===== src/rtl/game_pkg.sv =====
// Shared constants for the VGA game datapath: sine table geometry and
// fixed requester indices of the wave generators.
package game_pkg;

    localparam int POS_W       = 4;
    localparam int DATA_W      = 8;
    localparam int MAX_REQ     = 4;
    localparam int REQ_TOP_SIN = 0;
    localparam int REQ_BOT_SIN = 1;

    typedef logic [1:0] req_id_t;

endpackage


===== src/rtl/sine_lut.sv =====
// 16-entry unsigned sine table: 128 + 127*sin(2*pi*k/16), rounded.
// Purely combinational; the arbiter registers the result.
module sine_lut
    import game_pkg::*;
(
    input  logic [POS_W-1:0]  pos,
    output logic [DATA_W-1:0] data
);

    localparam logic [DATA_W-1:0] TBL [16] = '{
        8'd128, 8'd177, 8'd218, 8'd245,
        8'd255, 8'd245, 8'd218, 8'd177,
        8'd128, 8'd79,  8'd38,  8'd11,
        8'd1,   8'd11,  8'd38,  8'd79
    };

    assign data = TBL[pos];

endmodule


===== src/rtl/sine_lut_arbiter.sv =====
// Shares one sine_lut between NUM_REQ wave generators, 1-cycle response.
// Define SINE_ARB_FIXED_PRIO_EN for fixed priority (index 0 highest).
module sine_lut_arbiter
#(
    parameter int NUM_REQ = 2,
    parameter int POS_W   = 4,
    parameter int DATA_W  = 8
)
(
    input  logic                     clk,
    input  logic                     rst_n,
    input  logic                     en,
    input  logic [NUM_REQ-1:0]       req_valid,
    input  logic [NUM_REQ*POS_W-1:0] req_pos,
    output logic [NUM_REQ-1:0]       req_ready,
    output logic                     rsp_valid,
    output logic [1:0]               rsp_id,
    output logic [DATA_W-1:0]        rsp_data
);
    import game_pkg::*;

    logic [NUM_REQ-1:0] grant;
    logic               gnt_any;
    req_id_t            gnt_id;
    logic [POS_W-1:0]   gnt_pos;
    logic [DATA_W-1:0]  lut_data;

    logic               rsp_valid_q, rsp_valid_d;
    req_id_t            rsp_id_q, rsp_id_d;
    logic [DATA_W-1:0]  rsp_data_q, rsp_data_d;

`ifdef SINE_ARB_FIXED_PRIO_EN
    function automatic logic [NUM_REQ-1:0] fp_grant(
        input logic [NUM_REQ-1:0] v
    );
        logic found;
        fp_grant = '0;
        found    = 1'b0;
        for (int i = 0; i < NUM_REQ; i++) begin
            if (!found && v[i]) begin
                fp_grant[i] = 1'b1;
                found       = 1'b1;
            end
        end
    endfunction

    always_comb grant = fp_grant(req_valid);
`else
    logic [1:0] rr_ptr_q, rr_ptr_d;

    // Scan from ptr upward, wrapping at NUM_REQ; first valid wins.
    function automatic logic [NUM_REQ-1:0] rr_grant(
        input logic [NUM_REQ-1:0] v,
        input logic [1:0]         ptr
    );
        int   idx;
        logic found;
        rr_grant = '0;
        found    = 1'b0;
        for (int k = 0; k < NUM_REQ; k++) begin
            idx = int'(ptr) + k;
            if (idx >= NUM_REQ) idx = idx - NUM_REQ;
            if (!found && v[idx]) begin
                rr_grant[idx] = 1'b1;
                found         = 1'b1;
            end
        end
    endfunction

    always_comb grant = rr_grant(req_valid, rr_ptr_q);

    always_comb begin
        rr_ptr_d = rr_ptr_q;
        if (gnt_any) begin
            if (int'(gnt_id) + 1 >= NUM_REQ) rr_ptr_d = 2'd0;
            else                             rr_ptr_d = gnt_id + 2'd1;
        end
    end

    always_ff @(posedge clk or negedge rst_n) begin
        if (!rst_n) rr_ptr_q <= 2'd0;
        else        rr_ptr_q <= rr_ptr_d;
    end
`endif

    // Gate with rst_n so nothing looks granted while reset is held.
    assign req_ready = grant & {NUM_REQ{en & rst_n}};
    assign gnt_any   = |req_ready;

    always_comb begin
        gnt_id  = '0;
        gnt_pos = '0;
        for (int i = 0; i < NUM_REQ; i++) begin
            if (req_ready[i]) begin
                gnt_id  = req_id_t'(i);
                gnt_pos = req_pos[i*POS_W +: POS_W];
            end
        end
    end

    sine_lut u_lut (
        .pos  (gnt_pos),
        .data (lut_data)
    );

    always_comb begin
        rsp_valid_d = gnt_any;
        rsp_id_d    = rsp_id_q;
        rsp_data_d  = rsp_data_q;
        if (gnt_any) begin
            rsp_id_d   = gnt_id;
            rsp_data_d = lut_data;
        end
    end

    always_ff @(posedge clk or negedge rst_n) begin
        if (!rst_n) begin
            rsp_valid_q <= 1'b0;
            rsp_id_q    <= '0;
            rsp_data_q  <= '0;
        end else begin
            rsp_valid_q <= rsp_valid_d;
            rsp_id_q    <= rsp_id_d;
            rsp_data_q  <= rsp_data_d;
        end
    end

    assign rsp_valid = rsp_valid_q;
    assign rsp_id    = rsp_id_q;
    assign rsp_data  = rsp_data_q;

endmodule


===== config.mk =====
export PLATFORM = sky130hd
export DESIGN_NAME = sine_lut_arbiter
export DESIGN_NICKNAME = d
export VERILOG_FILES = /design/src/rtl/game_pkg.sv /design/src/rtl/sine_lut.sv /design/src/rtl/sine_lut_arbiter.sv
export SDC_FILE = /design/constraint.sdc
export NUM_CORES = 1
export LEC_CHECK = 0
export CAP_MARGIN = 0
export CORE_MARGIN = 2
export CORE_UTILIZATION = 40
export CTS_CLUSTER_SIZE = 16
export DETAILED_ROUTE_END_ITERATION = 12
export DONT_BUFFER_PORTS = 1
export PLACE_DENSITY = 0.52
export SLEW_MARGIN = 20
export SYNTH_ARGS = -nofsm -noshare
export SYNTH_HDL_FRONTEND = slang
export SYNTH_SLANG_ARGS = --single-unit

===== constraint.sdc =====
create_clock -name clk -period 5.12 [get_ports clk]
set_input_delay 1.024 -clock clk [delete_from_list [all_inputs] [get_ports clk]]
set_output_delay 1.024 -clock clk [all_outputs]
set_load 0.02 [all_outputs]

# [Word level (Yosys, flattened, before mapping)]
# Memories as Yosys holds them, arrays and structs flattened. A register that Yosys moved wholly into a read port is not among the register bits.
# Cells that the tools add are included.
[classes] n_bitwise=4 n_eq_ne=0 reduce_logical=6 mul=0 n_lt_le_gt_ge=7 n_mux=19 div_mod_pow=0 addsub=5 shift=0
[ops] cell="32-bit by 1-bit >= comparator with 1-bit output (second input constant)" count=2
[ops] cell="32-bit by 3-bit < comparator with 1-bit output (second input constant)" count=2
[ops] cell="32-bit 2-to-1 mux" count=2
[ops] cell="1-bit 2-to-1 mux" count=10
[ops] cell="4-bit 2-to-1 mux" count=2
[ops] cell="2-bit by 1-bit adder with 3-bit output (second input constant)" count=2
[ops] cell="3-bit by 2-bit >= comparator with 1-bit output (second input constant)" count=2
[ops] cell="2-bit 2-to-1 mux" count=3
[ops] cell="4-bit inverter with 5-bit output" count=1
[ops] cell="3-bit by 2-bit subtractor with 4-bit output (second input constant)" count=1
[ops] cell="1-bit logical AND" count=3
[ops] cell="2-bit by 2-bit subtractor with 3-bit output (second input constant)" count=1
[ops] cell="2-bit by 1-bit adder with 2-bit output (second input constant)" count=1
[ops] cell="2-bit bitwise AND" count=1
[ops] cell="1-bit demux with 1-bit select" count=2
[ops] cell="2-bit >= comparator (second input constant)" count=1
[ops] cell="1-bit logical NOT" count=2
[ops] cell="2-bit bitwise OR" count=1
[ops] cell="2-bit OR reduction" count=1
[ops] cell="1-bit bitwise AND" count=1
[word_totals] memories=1 regBits=5 latchBits=0 rom_bits=128 ram_bits=0 elab_cells=45 output_inout_bits=13 input_bits=13
[mem_list] name="(no name shown)" words=16 word_bits=8 rd=1 rd_ports_with_merged_regs=1 write_ports=0 line_no="sine_lut.sv:17" source="assign data = TBL[pos];"

# [Depth between registers and ports, before layout]
# Gate-level depths: netlist (run 1).
[logic_depth] depth_word=14 mapped_depth=10 mapped_depth_nobuf=9

# [Cells and area by module]
# A second synthesis (run 1) with hierarchy kept.
[unflattened] cells_unflattened=62 hier_area_um2=703.2
[by_module_without_submodules] module="sine_lut_arbiter" area_per_inst_um2=490.5 seq_area_each_um2=275.3 cells_each=36 instances=1
[by_module_without_submodules] module="sine_lut" area_per_inst_um2=212.7 seq_area_each_um2=0.0 cells_each=26 instances=1

# [Least setup slack after synthesis (run 1)]
# Ideal clock, no wire load.
[synth_timing] path_kind="input port to flip-flop" startpoint="in en" endpoint="reg rsp_data_q[6], in the netlist rsp_data[6]" cell_stages=9 path_buffers=1 setup_slack_ns=2.281 setup_ns=0.126 arrival_time_ns=2.713 cell_sequence="and2_1 buf_2 nand3_2 mux2i_1 nand2b_1 inv_1 ha_1 mux2_4 a221o_1"
[synth_between] elab_chain_len=5 word_cells_on_any_way=6 classes_between="2 x mux; 3 x bitwise; 1 x reduce/logical"
[synth_rtl] element="start, declared" line_no="sine_lut_arbiter.sv:12" source="input logic en,"
[synth_rtl] element="1-bit bitwise AND (*)" line_no="sine_lut_arbiter.sv:87" source="assign req_ready = grant & {NUM_REQ{en & rst_n}};"
[synth_rtl] element="2-bit bitwise AND (*)" line_no="sine_lut_arbiter.sv:87"
[synth_rtl] element="4-bit 2-to-1 mux (2 in a row)" line_no="sine_lut_arbiter.sv:94" source="if (req_ready[i]) begin"
[synth_rtl] element="4-bit inverter with 5-bit output (not written as such)" line_no="sine_lut.sv:17"
[synth_rtl] element="end, declared" line_no="sine_lut_arbiter.sv:30" source="logic [DATA_W-1:0] rsp_data_q, rsp_data_d;"
# Every way passes the cells marked *; elsewhere a longest branch is shown, timed or not.
# A chain may end at the register's enable or synchronous reset.

# [Final worst setup path (run 1)]
[layout_timing] startpoint="in en" endpoint="out req_ready[0]"
[layout_between] elab_chain_len=2
[layout_rtl] element="1-bit bitwise AND" line_no="sine_lut_arbiter.sv:87"
[layout_rtl] element="2-bit bitwise AND" line_no="sine_lut_arbiter.sv:87"
[layout_rtl] element="end, declared" line_no="sine_lut_arbiter.sv:15" source="output logic [NUM_REQ-1:0] req_ready,"
# Every way passes these cells.

==> results_dict.tcl, run 1 <==
set metrics [dict create \
    n_antenna_cell 0 \
    fillers 222 \
    cts_tree "done" \
    tns_ns 0 \
    cp_max_fo 5 \
    synth-async-reset-ratio 1.00 \
    status "completed" \
    fin_crit_sh 0.550 \
    track_usage 0.161 \
    utilization 0.425 \
    drive_gt1_frac 0.163 \
    criticalPathCategory "primary input to output pin" \
    synth_common_cells "dfrtp_1 (11), inv_1 (9), ha_1 (6), mux2i_1 (6), nand2_1 (6)" \
    wl_per_cell_um 15.3 \
    grt-ovfl-total 0 \
    worst_slew_pin_slew_ns 0.705 \
    dieArea_um2 2600 \
    num_vias 665 \
    finalHoldViolCount 0 \
    hp-class "primary input to async pin" \
    maxCapViolCount 0 \
    critPathRequiredTime_ns 4.10 \
    postCtsSetupRepairBufs 0 \
    port-buffer-count 0 \
    final.min_clock_period_ns 2.81 \
    path_clk_slew_ns 0.07 \
    ant_nets 0 \
    yosysMostFrequentCell "dfrtp_1" \
    grt_pass1_vias 703 \
    htree_levels 1 \
    synth_nets 112 \
    synth_flop_cell "dfrtp_1" \
    synth_top_area_share 0.311 \
    finalClockSkew_ns 0.00295 \
    cts_buffers 3 \
    ir_drop_mv 0.109 \
    slew_viol_final 0 \
    cts_buffer_depth 2 \
    worstPathArrival_ns 1.79 \
    drcViolationCount 0 \
    cts.repair.resized 0 \
    slew_headroom 0.530 \
    die_y_um 51.0 \
    start_util 0.412 \
    leakagePower_uw 0.000449 \
    p_per_area_nw_per_um2 280 \
    synth-seq-cells 11 \
    wirelength_um 1840 \
    layout.cells.non_filler 120 \
    post_dp_cell_area_um2 886 \
    synth_area_leader_cell "dfrtp_1" \
    avgSynthCellArea_um2 9.51 \
    clock_sinks 11 \
    critPathLaunchType "primary input" \
    gp_congestion 0.833 \
    dp_hpwl_um 1400 \
    clock_latency_ns 0.26 \
    setup_viol_count_final 0 \
    drt_iter0_markers 12 \
    p_total_uw 256 \
    grt_first_pass_wirelength_um 3090 \
    antenna_found_initial 0 \
    synth_edf_count 0 \
    endpoint_kind "output pin" \
    multi_input_area_um2 542 \
    ios 26 \
    vias_per_cell 5.54 \
    fp.dieW_um 51.0 \
    rsz0062_at_grt "no" \
    nets 112 \
    fmax_ghz 0.355 \
    cts-root-buf "clkbuf_4" \
    rows 17 \
    synth_warnings 0 \
    holdBufCountCts 0 \
    yosys-top-cells-area "dfrtp_1 (31%), ha_1 (8.5%), mux2i_1 (6.8%)" \
    syn_inst 93 \
    area_growth_pct 3.11 \
    yosysUniqueCellTypes 40 \
    drt-pass1-iter-count 5 \
    seq_area_frac_synth 0.311 \
    final_cell_area_um2 912 \
    regArea_um2 275 \
    core_um2 2150 \
    place_inst 116 \
    grt_max_degree 20 \
    synthesis.area_um2 885 \
]
## worst max-delay path, stage by stage
cell	delay, ns
and2_1	0.24
nand2_1	0.08
a21oi_1	0.45
## final timing paths
check / start / to / slack (ns) / cells past startpoint
min in group clk: rr_ptr_q[0]$_DFFE_PN0P_ / rr_ptr_q[0]$_DFFE_PN0P_ / 0.54 / 1
worst min register to register: rr_ptr_q[0]$_DFFE_PN0P_ / rr_ptr_q[0]$_DFFE_PN0P_ / 0.54 / 1
max in group asynchronous: rst_n / rsp_data[0]$_DFFE_PN0P_ / 4.60 / 0
worst max register to register: rr_ptr_q[0]$_DFFE_PN0P_ / rsp_data[6]$_DFFE_PN0P_ / 2.78 / 8
worst min-delay path: rst_n / rsp_data[3]$_DFFE_PN0P_ / 0.45 / 0
worst max-delay path: en / req_ready[0] / 2.31 / 3
## flip-flops by register name, indices dropped and copies added (netlist names)
| signal | flops |
|---|---|
| rr_ptr_q | 1 |
| rsp_data | 8 |
| rsp_id | 1 |
| rsp_valid | 1 |
## metrics by stage
step / hold slack, ns / setup WS (ns)
after floorplan: 0.487 / 2.28
final: 0.448 / 2.31
after global routing: 0.420 / 2.19
after global placement: 0.516 / 2.08
after CTS: 0.438 / 2.31
after detailed placement: 0.514 / 2.07
## cell type report
class / count / share of cell area
clock buffers: 4 / 0.0288
well taps: 28 / 0.0384
inverters: 9 / 0.0370
flip-flops and latches: 11 / 0.302
multi-input cells: 68 / 0.594
## layer usage
metal / vias to the layer above / routed length, µm / global-route usage / share of wire
met5: - / 0 / 0 / 0
met1: 309 / 879 / 0.197 / 0.48
met2: 19 / 844 / 0.247 / 0.46
met3: 6 / 78 / 0.0439 / 0.042
li1: 331 / - / - / -
met4: 0 / 40 / 0.104 / 0.022
## power breakdown
group	internal [µW]	leakage (µW)	switching, µW	total [µW]
registers	104	0.000136	30.3	134
logic	30.3	0.000298	34.0	64.3
clock network	30.1	0.0000150	27.2	57.3
## cells in the final DEF (no fill, tap or decap), drive strengths merged
cell,count
a2111oi,1
a211oi,3
a21boi,1
a21o,2
a21oi,5
a221o,3
a22o,1
a22oi,1
a311oi,1
a31o,1
a31oi,1
and2,3
clkbuf,4
conb,1
dfrtp,11
ha,6
inv,9
mux2,2
mux2i,7
nand2,7
nand2b,3
nand3,1
nand4,2
nor2,4
nor2b,1
nor3,4
o211a,1
o21a,1
o21ai,3
o311ai,1
o31a,1
## cells by family (layout without fill, tap and decap cells)
logic type | after synthesis | after routing | share of synthesized area
DFF | 11 | 11 | 0.311
muxes | 9 | 9 | 0.117
and+or+nand+nor | 25 | 25 | 0.161
AOI/OAI and AO/OA | 27 | 27 | 0.245
adders and majority gates | 6 | 6 | 0.0849
buffers and inverters | 14 | 13 | 0.0764
other | 1 | 1 | 0.00424
Note: power is estimated with default switching activity, not from simulation.
==> run 2: changes to the inputs <==
--- a/config.mk
+++ b/config.mk
@@ -11,7 +11,7 @@
 export CTS_CLUSTER_SIZE = 16
 export DETAILED_ROUTE_END_ITERATION = 12
 export DONT_BUFFER_PORTS = 1
-export PLACE_DENSITY = 0.52
+export PLACE_DENSITY = 0.54
 export SLEW_MARGIN = 20
 export SYNTH_ARGS = -nofsm -noshare
 export SYNTH_HDL_FRONTEND = slang
==> constraint.sdc (replaced) <==
create_clock -name clk -period 2.5 [get_ports clk]
set_input_delay 0.5 -clock clk [delete_from_list [all_inputs] [get_ports clk]]
set_output_delay 0.5 -clock clk [all_outputs]
set_load 0.02 [all_outputs]
==> results_dict.tcl, run 2 (synthesis results as in run 1) <==
set metrics [dict create \
    status "completed" \
    hp-class "primary input to flop" \
    rsz0062_at_grt "no" \
    cts.repair.resized 0 \
    final.min_clock_period_ns 2.21 \
    p_per_area_nw_per_um2 564 \
    dieArea_um2 2600 \
    cts_buffers 3 \
    grt_pass1_vias 657 \
    largest_reg_flops 8 \
    place_inst 118 \
    layout.cells.most_common "dfrtp_1" \
    start_util 0.412 \
    cts_buffer_depth 2 \
    area_growth_pct 5.94 \
    finalClockSkew_ns 0.00682 \
    port-buffer-count 0 \
    fillers 214 \
    critPathLaunchType "flop" \
    antenna_found_initial 0 \
    die_y_um 51.0 \
    multi_input_area_um2 542 \
    wl_per_cell_um 14.5 \
    slew_viol_final 0 \
    drive_gt1_frac 0.179 \
    clock_sinks 11 \
    place_ws_ns 0.132 \
    critPathRequiredTime_ns 2.63 \
    drt-pass1-iter-count 3 \
    leakagePower_uw 0.000462 \
    dp_hpwl_um 1420 \
    grt-ovfl-total 0 \
    clock_latency_ns 0.26 \
    finalHoldViolCount 0 \
    worst_slew_pin_slew_ns 0.583 \
    setup_viol_count_final 0 \
    grt_first_pass_wirelength_um 2960 \
    ant_nets 0 \
    nets 115 \
    cp_max_fo 6 \
    utilization 0.436 \
    grt_max_degree 16 \
    drt_iter0_markers 5 \
    endpoint_kind "flop" \
    fmax_ghz 0.453 \
    rows 17 \
    fin_ws_ns 0.291 \
    criticalPathCategory "flop to flop" \
    regArea_um2 275 \
    fin_crit_sh 0.884 \
    tns_ns 0 \
    wirelength_um 1790 \
    worstPathArrival_ns 2.34 \
    fp.dieW_um 51.0 \
    postCtsSetupRepairBufs 0 \
    gp_congestion 0.816 \
    n_antenna_cell 0 \
    ios 26 \
    maxCapViolCount 0 \
    drcViolationCount 0 \
    htree_levels 1 \
    layout.cells.non_filler 123 \
    num_vias 664 \
    core_um2 2150 \
    cts-root-buf "clkbuf_4" \
    ir_drop_mv 0.273 \
    track_usage 0.152 \
    cts_tree "done" \
    path_clk_slew_ns 0.06 \
    mostFrequentLayoutCells "dfrtp_1 (11), inv_1 (9), nand2_1 (6), mux2i_1 (6), ha_1 (6)" \
    slew_headroom 0.611 \
    vias_per_cell 5.40 \
]
==> run 2: cell types whose count changed in the layout (fill, tap and decap cells not counted) <==
cell / delta
dlygate4sd3_1: +1
buf_4: +2
==> run 2: final cells by class <==
class / instances / area share
multi-input cells: 68 / 0.578
flip-flops and latches: 11 / 0.294
well taps: 28 / 0.0374
inverters: 9 / 0.0360
clock buffers: 4 / 0.0280
repair buffers: 3 / 0.0267
==> run 2: power breakdown <==
part | total, µW | switching [µW] | internal [µW]
sequential | 275 | 62.3 | 212
combinational | 138 | 72.4 | 65.7
clock | 116 | 54.2 | 61.6
==> run 2: per-stage QoR <==
stage                     hold slack [ns]  total power, µW  area [µm²]
final                               0.489              528         937
after global routing                0.489              567         937
after CTS                           0.473              535         937
after detailed placement            0.205              413         901
after global placement              0.205              412         901
after floorplan                     0.204              392         885
==> run 2: path summary, 6_finish.rpt <==
kind / startpoint / to / cells after the start / slack, ns
hold / removal: req_valid[0] / rsp_valid$_DFF_PN0_ / 2 / 0.49
setup reg to reg: rr_ptr_q[0]$_DFFE_PN0P_ / rsp_data[5]$_DFFE_PN0P_ / 8 / 0.29
setup / recovery: rr_ptr_q[0]$_DFFE_PN0P_ / rsp_data[5]$_DFFE_PN0P_ / 8 / 0.29
max in group asynchronous: rst_n / rsp_data[7]$_DFFE_PN0P_ / 1 / 1.53
hold reg to reg: rr_ptr_q[0]$_DFFE_PN0P_ / rr_ptr_q[0]$_DFFE_PN0P_ / 1 / 0.53
min in group asynchronous: rst_n / rsp_data[3]$_DFFE_PN0P_ / 1 / 0.63
==> run 2: timing repair <==
action / CTS / global route
endpoints found under the hold margin: 11 / 0
endpoints found under the setup margin: 0 / 0
hold buffers: 1 / 0
==> run 2: critical path, stage by stage (launching register included) <==
cell and delay [ns]:
dfrtp_1 0.40, nand2b_4 0.19, nand3_2 0.15, mux2i_1 0.25, nand2b_1 0.24, ha_1 0.28, a211oi_1 0.07, a2111oi_0 0.41
nor3_1 0.10
==> run 2: per-layer routing <==
metal	global-route usage	part of all wire	vias to the layer above
met5	0	0	-
met4	0.0541	0.0095	0
met3	0.0497	0.043	2
met2	0.242	0.46	14
met1	0.192	0.48	305
li1	-	-	343
==> run 3: changes to the inputs <==
--- a/config.mk
+++ b/config.mk
@@ -8,6 +8,7 @@
 export CAP_MARGIN = 0
 export CORE_MARGIN = 2
 export CORE_UTILIZATION = 40
+export CTS_CLUSTER_DIAMETER = 150
 export CTS_CLUSTER_SIZE = 16
 export DETAILED_ROUTE_END_ITERATION = 12
 export DONT_BUFFER_PORTS = 1
==> results of run 3 <==
The final DEF is identical to that of run 2; final timing and power are the same.
